**config.mk**
```make
export PLATFORM = sky130hd
export DESIGN_NAME = and_gate_test_sequencer
export DESIGN_NICKNAME = d
export VERILOG_FILES = /design/src/rtl/and_gate_test_sequencer.sv
export SDC_FILE = /design/constraint.sdc
export NUM_CORES = 1
export LEC_CHECK = 0
export ABC_AREA = 1
export CAP_MARGIN = 20
export CORE_MARGIN = 2
export CORE_UTILIZATION = 46
export DETAILED_ROUTE_END_ITERATION = 8
export GPL_TIMING_DRIVEN = 0
export PLACE_DENSITY = 0.73
export SYNTH_ARGS = -nofsm -noshare
export SYNTH_HDL_FRONTEND = slang
export SYNTH_SLANG_ARGS = --single-unit
```
**constraint.sdc**
```tcl
create_clock -name clk -period 1.1 [get_ports clk]
set_input_delay 0.22 -clock clk [delete_from_list [all_inputs] [get_ports clk]]
set_output_delay 0.22 -clock clk [all_outputs]
set_load 0.02 [all_outputs]
```
**src/rtl/and_gate_test_sequencer.sv**
```systemverilog
// Stimulus sequencer that walks an AND gate through every input vector and scores its output.
// Define AND_SEQ_CAPTURE_EN to add the o_observed port holding the sampled dut_y per vector.
module and_gate_test_sequencer #(
    parameter int N_INPUTS    = 2,
    parameter int HOLD_CYCLES = 20
) (
    input  logic                     clk,
    input  logic                     rst_n,
    input  logic                     i_start,
    input  logic                     i_abort,
    input  logic                     i_dut_y,
    output logic [N_INPUTS-1:0]      o_stim,
    output logic                     o_busy,
    output logic                     o_done,
    output logic                     o_pass,
`ifdef AND_SEQ_CAPTURE_EN
    output logic [2**N_INPUTS-1:0]   o_observed,
`endif
    output logic [N_INPUTS:0]        o_err_count
);
    // state   | meaning
    // S_IDLE  | waiting for start; outputs hold results of the last run
    // S_DRIVE | driving o_stim, sampling dut_y on the last cycle of each hold
    // S_DONE  | one-cycle done pulse, then back to idle

    localparam int HW = (HOLD_CYCLES > 1) ? $clog2(HOLD_CYCLES) : 1;
    localparam logic [HW-1:0] HOLD_LAST = HW'(HOLD_CYCLES - 1);

    typedef enum logic [1:0] {S_IDLE, S_DRIVE, S_DONE} state_t;

    state_t                 r_state;
    logic [HW-1:0]          r_hold_cnt;
    logic [N_INPUTS-1:0]    r_stim;
    logic                   r_busy;
    logic                   r_done;
    logic                   r_pass;
    logic [N_INPUTS:0]      r_err_count;
    logic [2**N_INPUTS-1:0] r_observed;

    logic w_sample_hit;
    logic w_mismatch;
    logic w_last_vec;

    assign w_sample_hit = (r_hold_cnt == HOLD_LAST);
    assign w_mismatch   = (i_dut_y != (&r_stim));
    assign w_last_vec   = (r_stim == {N_INPUTS{1'b1}});

    always_ff @(posedge clk or negedge rst_n) begin
        if (!rst_n) begin
            r_state     <= S_IDLE;
            r_hold_cnt  <= '0;
            r_stim      <= '0;
            r_busy      <= 1'b0;
            r_done      <= 1'b0;
            r_pass      <= 1'b0;
            r_err_count <= '0;
            r_observed  <= '0;
        end else begin
            r_done <= 1'b0;
            case (r_state)
                S_IDLE: begin
                    if (i_start) begin
                        r_state     <= S_DRIVE;
                        r_stim      <= '0;
                        r_busy      <= 1'b1;
                        r_err_count <= '0;
                        r_hold_cnt  <= '0;
                        r_observed  <= '0;
                    end
                end
                S_DRIVE: begin
                    // abort wins over a sample landing in the same cycle
                    if (i_abort) begin
                        r_state    <= S_IDLE;
                        r_stim     <= '0;
                        r_busy     <= 1'b0;
                        r_hold_cnt <= '0;
                    end else if (w_sample_hit) begin
                        r_hold_cnt         <= '0;
                        r_observed[r_stim] <= i_dut_y;
                        if (w_mismatch)
                            r_err_count <= r_err_count + (N_INPUTS+1)'(1);
                        if (w_last_vec) begin
                            r_state <= S_DONE;
                            r_done  <= 1'b1;
                            r_busy  <= 1'b0;
                            r_stim  <= '0;
                            r_pass  <= (r_err_count == '0) && !w_mismatch;
                        end else begin
                            r_stim <= r_stim + N_INPUTS'(1);
                        end
                    end else begin
                        r_hold_cnt <= r_hold_cnt + HW'(1);
                    end
                end
                S_DONE: begin
                    r_state <= S_IDLE;
                end
                default: begin
                    r_state <= S_IDLE;
                end
            endcase
        end
    end

    assign o_stim      = r_stim;
    assign o_busy      = r_busy;
    assign o_done      = r_done;
    assign o_pass      = r_pass;
    assign o_err_count = r_err_count;
`ifdef AND_SEQ_CAPTURE_EN
    assign o_observed  = r_observed;
`else
    logic w_unused;
    assign w_unused = ^r_observed;
`endif

endmodule

```
==> results of run 1 <==
==> power by group through the flow <==
stage / clock, mW / sequential (mW) / combinational (mW)
floorplan: 0 / 0.940 / 0.510
global placement: 0 / 0.837 / 0.910
detailed placement: 0 / 0.844 / 0.926
CTS: 0.346 / 0.817 / 1.14
global route: 0.379 / 0.844 / 1.52
finish: 0.349 / 0.831 / 1.40
==> worst min-delay path by stage <==
stage | startpoint | end | cells past startpoint
6_report | rst_n | r_hold_cnt[2] | 1
5_1_grt | rst_n | r_hold_cnt[2] | 1
4_1_cts | rst_n | r_hold_cnt[4] | 1
3_5_place_dp | o_busy | o_busy | 2
3_3_place_gp | o_busy | o_busy | 2
2_1_floorplan | rst_n | o_busy | 0
==> through the flow <==
step	total power [mW]	setup WS, ps
after floorplan	1.45	-44.3
after global placement	1.75	-308
after detailed placement	1.77	-328
after CTS	2.30	-87.1
after global routing	2.74	-221
final	2.58	-147
==> cells by family after synthesis <==
logic type               count (synthesis)  synth area share
AO/OA/AOI/OAI                            8            0.0576
XOR/XNOR                                 1            0.0101
buffers and inverters                   19            0.0850
flip-flops                              15             0.432
AND/OR/NAND/NOR                         63             0.357
adder cells (fa/ha/maj)                  4            0.0576
==> layer usage <==
| metal | vias to the layer above | GRT usage | part of all wire |
|---|---|---|---|
| li1 | 422 | - | - |
| met4 | 0 | 0.161 | 0.024 |
| met2 | 17 | 0.349 | 0.49 |
| met1 | 412 | 0.268 | 0.47 |
| met3 | 4 | 0.0302 | 0.024 |
| met5 | - | 0 | 0 |
==> layout make-up <==
cell class | count | area (µm²)
Multi-Input combinational cell | 76 | 558
Fill cell | 119 | 409
Sequential cell | 15 | 380
Timing Repair Buffer | 31 | 258
Inverter | 19 | 81.3
Tap cell | 25 | 31.3
Clock buffer | 3 | 22.5
Clock inverter | 1 | 5.00
==> repair_timing <==
item	4_1_cts	5_1_grt
hold buffers	0	0
pin swaps	12	16
endpoints found under the setup margin	21	17
buffers inserted	12	7
resized for setup	59	19
==> cell usage in the layout, fill, tap and decap left out, types with 2 or more instances in the layout <==
cell,count
dfrtp_1,11
nor3_1,2
nand2_4,6
nand2_8,2
nand3_1,6
nand3_2,5
clkbuf_4,3
nor2_1,11
nor2_2,2
inv_4,2
buf_2,4
a21oi_1,2
ha_2,2
nand2_1,14
nand2_2,9
dfrtp_2,4
nor2_4,3
o21ai_1,2
buf_6,7
clkdlybuf4s50_1,3
inv_1,15
buf_4,16
==> sequential cells by signal, indices dropped and copies added, names as in the netlist <==
signal	cells
o_pass	1
r_hold_cnt	5
o_done	1
o_err_count	3
o_stim	2
r_state	2
o_busy	1
==> run metrics, run 1 <==
status=finished, violations left; failing checks=setup timing; Vias/cell=5.03; Netlist cell types=23; Avg WL per Cell=13.6 µm; Area contributors post-synth=dfrtp_1, nand2_1, inv_1; Die Area=2250 µm²; vias in the first global route=810; P_leak=0.654 nW; placed instance area=1040 µm²; die width=47.4 µm; crit path max fanout=5; dominant synthesized flop cell=dfrtp_1; clock latency at the later pin of the worst-skew pair=310 ps; Crit path max-delay family=simple AND/OR/NAND/NOR gates; kind of critical path=reg2reg; cells along the critical path=ha_2, nand2_2, inv_2, nand2_4, nand2_4, nand4_4, nand2_1, nand2_1; critical path data arrival time=1460 ps; clk sinks=15; Initial Utilization=0.497; Max IR drop VDD=0.00160 V; Flop pwr share=0.322; Pwr Density=1930 nW/µm²; Post-Syn Area per Cell=7.89 µm²; Crit. End Element=register; Final Critical Period=1250 ps; hold slack=325 ps; Worst Slack Setup Final=-147 ps; async set-reset flop share out of synthesis=1.00; DRC viols=0; Syn Nets=119; RSZ-0062 raised after global routing=yes; Hold Crit Class=in2async; CTS Root Buffer Type=clkbuf_4; top cell type's share of synthesized area=0.432; final-report max-slew violation count=0; Slew HR=0.526; Routed Antenna Nets=0; Num CTS Buffers=3; Layout Nets=155; First-pass DRT Iterations=4; Layout Cells excl Fill=170; area delta synth->final=53.9%; Post-synth top cells=nand2_1, inv_1, dfrtp_1; area of the mapped netlist=868 µm²; diode count=0; Comb power frac=0.542; clock transition at the registers of the reported paths=100 ps; Net Sw Frac=0.424; Layout Skew=1.32 ps; height of the die=47.4 µm; initial antenna violation count=0; most frequent cell after synthesis=nand2_1; Finish-stage setup viols=16; worst-margin pin slew=708 ps; most area-hungry cell type in the Yosys netlist=dfrtp_1; placed cells=147; Rows=15; largest net degree at the start of global routing=16; CP startpoint=r_hold_cnt[0]; TritonCTS clock tree=built; path depth of the worst reg2reg path=8; Clock Path Buffers=2; Placer Congestion=0.795; TNS Setup=-1700 ps; Worst Setup EP=o_err_count[0]; 1st-iter DRT viols=15; cell depth of the worst setup path=8; register area share after synthesis=0.432; post-route cell area=1340 µm²; top-level port count=13; Util after Layout=0.766; detailed placement HPWL=1190 µm; number of synthesized flops with an enable pin=0; Final Hold Viols=0; final period utilization=1.13; CP max stage delay=390 ps; Syn. warnings=0; startpoint types=register; Pint=1.48 mW; Congestion Overflow GR=0; MaxCap Viol Count=0; cells after synthesis=110; PortBufs=12; CP Data Required Time=1310 ps; sw power=1.09 mW; share of cells above drive strength 1=0.497; wirelength, routed=2320 µm; FF+latch count, synth=15; GRT Util Overall=0.218; FMAX=802 MHz; DR vias=855; Core Area=1750 µm²; reg2reg end=o_err_count[0]; R2R Setup Slk=-150 ps; Clock power frac=0.135; slowest CP cell=dfrtp_1; first-pass GRT wire length=3320 µm; crit path buf inv count=1; H-Tree Depth=1; R2R Path Start=r_hold_cnt[0]
Note: power is estimated with default switching activity, not from simulation.
==> run 2, diff against run 1 <==
--- a/config.mk
+++ b/config.mk
@@ -10,3 +10,3 @@
 export CORE_MARGIN = 2
-export CORE_UTILIZATION = 46
+export CORE_UTILIZATION = 48
 export DETAILED_ROUTE_END_ITERATION = 8
==> constraint.sdc (replaced) <==
create_clock -name clk -period 1.3 [get_ports clk]
set_input_delay 0.26 -clock clk [delete_from_list [all_inputs] [get_ports clk]]
set_output_delay 0.26 -clock clk [all_outputs]
set_load 0.1 [all_outputs]
==> run metrics, run 2 (synthesis results as in run 1) <==
status=complete, no violations; initial antenna violation count=0; Avg WL per Cell=11.3 µm; Pwr Density=2010 nW/µm²; diode count=0; Die Area=2170 µm²; crit path buf inv count=1; Core Area=1710 µm²; total power=2.38 mW; clk sinks=15; wirelength, routed=1750 µm; 1st-iter DRT viols=3; kind of critical path=reg2out; clock transition at the registers of the reported paths=90 ps; Vias/cell=4.77; crit path max fanout=4; placed instance area=1050 µm²; GRT Util Overall=0.181; RSZ-0062 raised after global routing=yes; Crit. End Element=primary output; commonest cells after routing, fill and taps aside=nand2_1, inv_1, nor2_1; Layout Nets=140; Max IR drop VDD=0.00133 V; post-route cell area=1190 µm²; Clock Path Buffers=2; register bank with the most flops=r_hold_cnt; critical path data arrival time=1010 ps; Finish-stage setup viols=0; CP max stage delay=520 ps; CTS Root Buffer Type=clkbuf_4; Routed Antenna Nets=0; Final Hold Viols=0; hold slack=373 ps; slowest CP cell=dfrtp_4; worst-margin pin slew=677 ps; PortBufs=12; largest net degree at the start of global routing=16; share of cells above drive strength 1=0.385; startpoint types=register; top-level port count=13; cells along the critical path=buf_6; Layout Skew=4.82 ps; DRC viols=0; area delta synth->final=36.7%; Final Critical Period=1270 ps; MaxCap Viol Count=0; First-pass DRT Iterations=3; final-report max-slew violation count=0; height of the die=46.5 µm; DR vias=740; Congestion Overflow GR=0; max reg flops=5; Placer Congestion=0.761; Initial Utilization=0.508; P_leak=0.572 nW; vias in the first global route=674; Num CTS Buffers=3; most common cell after layout, fill and taps aside=nand2_1; TritonCTS clock tree=built; first-pass GRT wire length=2730 µm; clock latency at the later pin of the worst-skew pair=290 ps; Crit path max-delay family=flip-flops; pre-CTS WS=-520 ps; Slew HR=0.548; Worst Slack Setup Final=33.9 ps; H-Tree Depth=1; CP Data Required Time=1040 ps; FMAX=790 MHz; die width=46.5 µm; final period utilization=0.974; Hold Crit Class=in2async; Hold-fix buffers, CTS=0; Filler cells=140; detailed placement HPWL=1250 µm; Rows=15
## run 2: cell types whose count changed in the layout (fill, tap and decap cells not counted), moves of 2 or more
cell and delta:
nand2_8 -2, nand2_1 +4, dfrtp_1 -2, buf_4 -8
dfrtp_4 +3, nor2_1 +2, ha_2 -2, nor2_2 -2
buf_6 -4, buf_2 -4
## run 2: metal layers
layer	GRT usage	up-vias	wire, µm
met5	0	-	0
met4	0.0857	0	24
met3	0.0235	2	40
met2	0.317	9	937
met1	0.216	342	751
li1	-	387	-
## run 2: final timing paths
path	from	to	slack [ps]	depth (start not counted)
max	o_stim[0]	o_stim[0]	30	1
max in group asynchronous	rst_n	o_err_count[0]	420	1
min in group clk	o_busy	o_busy	480	2
max reg2reg	o_stim[0]	o_err_count[0]	50	7
min	rst_n	o_pass	370	1
min reg2reg	o_busy	o_busy	480	2
## run 2: cell type report
type | instances | area [µm²] | area share
clock buffer | 4 | 26.3 | 0.0221
timing repair buffer | 16 | 141 | 0.119
inverter | 19 | 78.8 | 0.0664
multi-input combinational | 76 | 519 | 0.437
tap | 25 | 31.3 | 0.0263
sequential | 15 | 390 | 0.329
## run 2: timing repair
action / in CTS / in global routing
resized for setup: 51 / 22
buffers inserted: 0 / 4
endpoints found under the setup margin: 17 / 12
gates cloned: 0 / 0
pin swaps: 0 / 9
## run 2: report_power, final
group	internal, mW	total [mW]	switching, mW	leakage, nW
Combinational	0.395	1.36	0.968	0.374
Clock	0.119	0.273	0.153	0.0150
Sequential	0.605	0.747	0.142	0.183
Total	1.12	2.38	1.26	0.572
## run 2: through the flow
step | utilization | TNS, ps | std cells
2_1_floorplan | - | -136 | 110
3_3_place_gp | 0.615 | -4770 | 147
3_5_place_dp | 0.615 | -5010 | 147
4_1_cts | 0.625 | 0 | 151
5_1_grt | 0.695 | -71.6 | 155
6_report | 0.695 | 0 | 155
==> run 3, diff against run 2 <==
Settings changed: CTS_CLUSTER_SIZE set to 20, GPL_TIMING_DRIVEN 0 to 1.
==> run metrics, run 3 (synthesis results as in run 1) <==
most common cell after layout, fill and taps aside=nand2_1; Slew HR=0.833; clock transition at the registers of the reported paths=100 ps; Layout Nets=148; commonest cells after routing, fill and taps aside=nand2_1, inv_1, nor2_1; total power=2.70 mW; PortBufs=12; diode count=0; failing checks=setup timing; GRT Util Overall=0.200; Max IR drop VDD=0.00125 V; TritonCTS clock tree=built; die width=46.5 µm; P_leak=0.645 nW; TNS Setup=-107 ps; RSZ-0062 raised after global routing=yes; max reg flops=5; placed cells=156; critical path data arrival time=1100 ps; vias in the first global route=724; 1st-iter DRT viols=4; R2R Path Start=o_stim[0]; Worst Slack Setup Final=-57.7 ps; First-pass DRT Iterations=4; status=finished, violations left; post-route cell area=1340 µm²; placed instance area=1200 µm²; Congestion Overflow GR=0; Final Critical Period=1360 ps; register bank with the most flops=r_hold_cnt; Final Hold Viols=0; Placer Congestion=0.860; CP Data Required Time=1040 ps; area delta synth->final=54.8%; Rows=15; Crit. End Element=primary output; hold slack=276 ps; initial antenna violation count=0; Pwr Density=2010 nW/µm²; Hold Crit Class=in2async; kind of critical path=reg2out; DR vias=807; H-Tree Depth=1; startpoint types=register; path depth of the worst reg2reg path=7; Finish-stage setup viols=2; Core Area=1710 µm²; worst-margin pin slew=251 ps; Filler cells=112; CP max stage delay=510 ps; Num CTS Buffers=3; Layout Cells excl Fill=163; clock latency at the later pin of the worst-skew pair=300 ps; share of cells above drive strength 1=0.435; FMAX=737 MHz; Vias/cell=4.95; wirelength, routed=2010 µm; Clock Path Buffers=2; Avg WL per Cell=12.3 µm; final period utilization=1.04; final-report max-slew violation count=0; crit path max fanout=3; slowest CP cell=dfrtp_4; Die Area=2170 µm²; cells along the critical path=buf_6, buf_12; CTS Root Buffer Type=clkbuf_4; Routed Antenna Nets=0; Hold-fix buffers, CTS=0; reg2reg end=o_err_count[1]; sequential cell area=392 µm²; height of the die=46.5 µm; MaxCap Viol Count=0; largest net degree at the start of global routing=16; first-pass GRT wire length=3040 µm; clk sinks=15; R2R Setup Slk=30 ps; top-level port count=13; Initial Utilization=0.508; DRC viols=0; detailed placement HPWL=1420 µm; Multi-input gate area=519 µm²; Layout Skew=12.8 ps
[run 3: power by group]
part	leakage [nW]	switching (mW)	internal, mW	total, mW
logic	0.445	1.03	0.635	1.66
registers	0.182	0.159	0.607	0.766
clock network	0.0177	0.159	0.115	0.273
total	0.645	1.34	1.36	2.70
[run 3: worst max path at each step]
stage / start / depth (start not counted) / slack, ps / end
final: o_stim[0] / 2 / -60 / o_stim[0]
after global routing: o_stim[0] / 2 / -80 / o_stim[0]
after global placement: i_abort / 8 / -100 / r_hold_cnt[2]
after detailed placement: i_abort / 8 / -180 / r_hold_cnt[2]
after floorplan: o_stim[1] / 7 / -50 / o_err_count[2]
after CTS: o_stim[1] / 2 / -40 / o_stim[1]
[run 3: critical path, delay by kind of cell, from the launching register on]
| family | cells | cell delay (ps) |
|---|---|---|
| DFF | 1 | 510 |
| buffers and inverters | 2 | 280 |
[run 3: layout make-up]
type / instances / share of cell area
inverter: 19 / 0.0568
clock buffer: 3 / 0.0168
tap: 25 / 0.0233
sequential: 15 / 0.291
multi-input combinational: 76 / 0.386
timing repair buffer: 24 / 0.222
clock inverter: 1 / 0.00372
[run 3: timing repair]
item,in CTS,in global routing
gates resized for setup,3,22
hold endpoints to repair,0,0
setup buffers,0,3
pin swaps,1,7
setup endpoints to repair,7,12
[run 3: per-layer routing]
layer,share of wire,global-route usage,vias up
met5,0,0,-
li1,-,-,402
met4,0.026,0.0914,0
met1,0.40,0.232,381
met2,0.55,0.356,18
met3,0.026,0.0314,6
[run 3: metrics by stage]
step,setup WS [ps],util
after global placement,-103,0.702
after global routing,-83.9,0.787
after detailed placement,-184,0.702
final,-57.7,0.787
after CTS,-44.8,0.724
after floorplan,-46.3,-
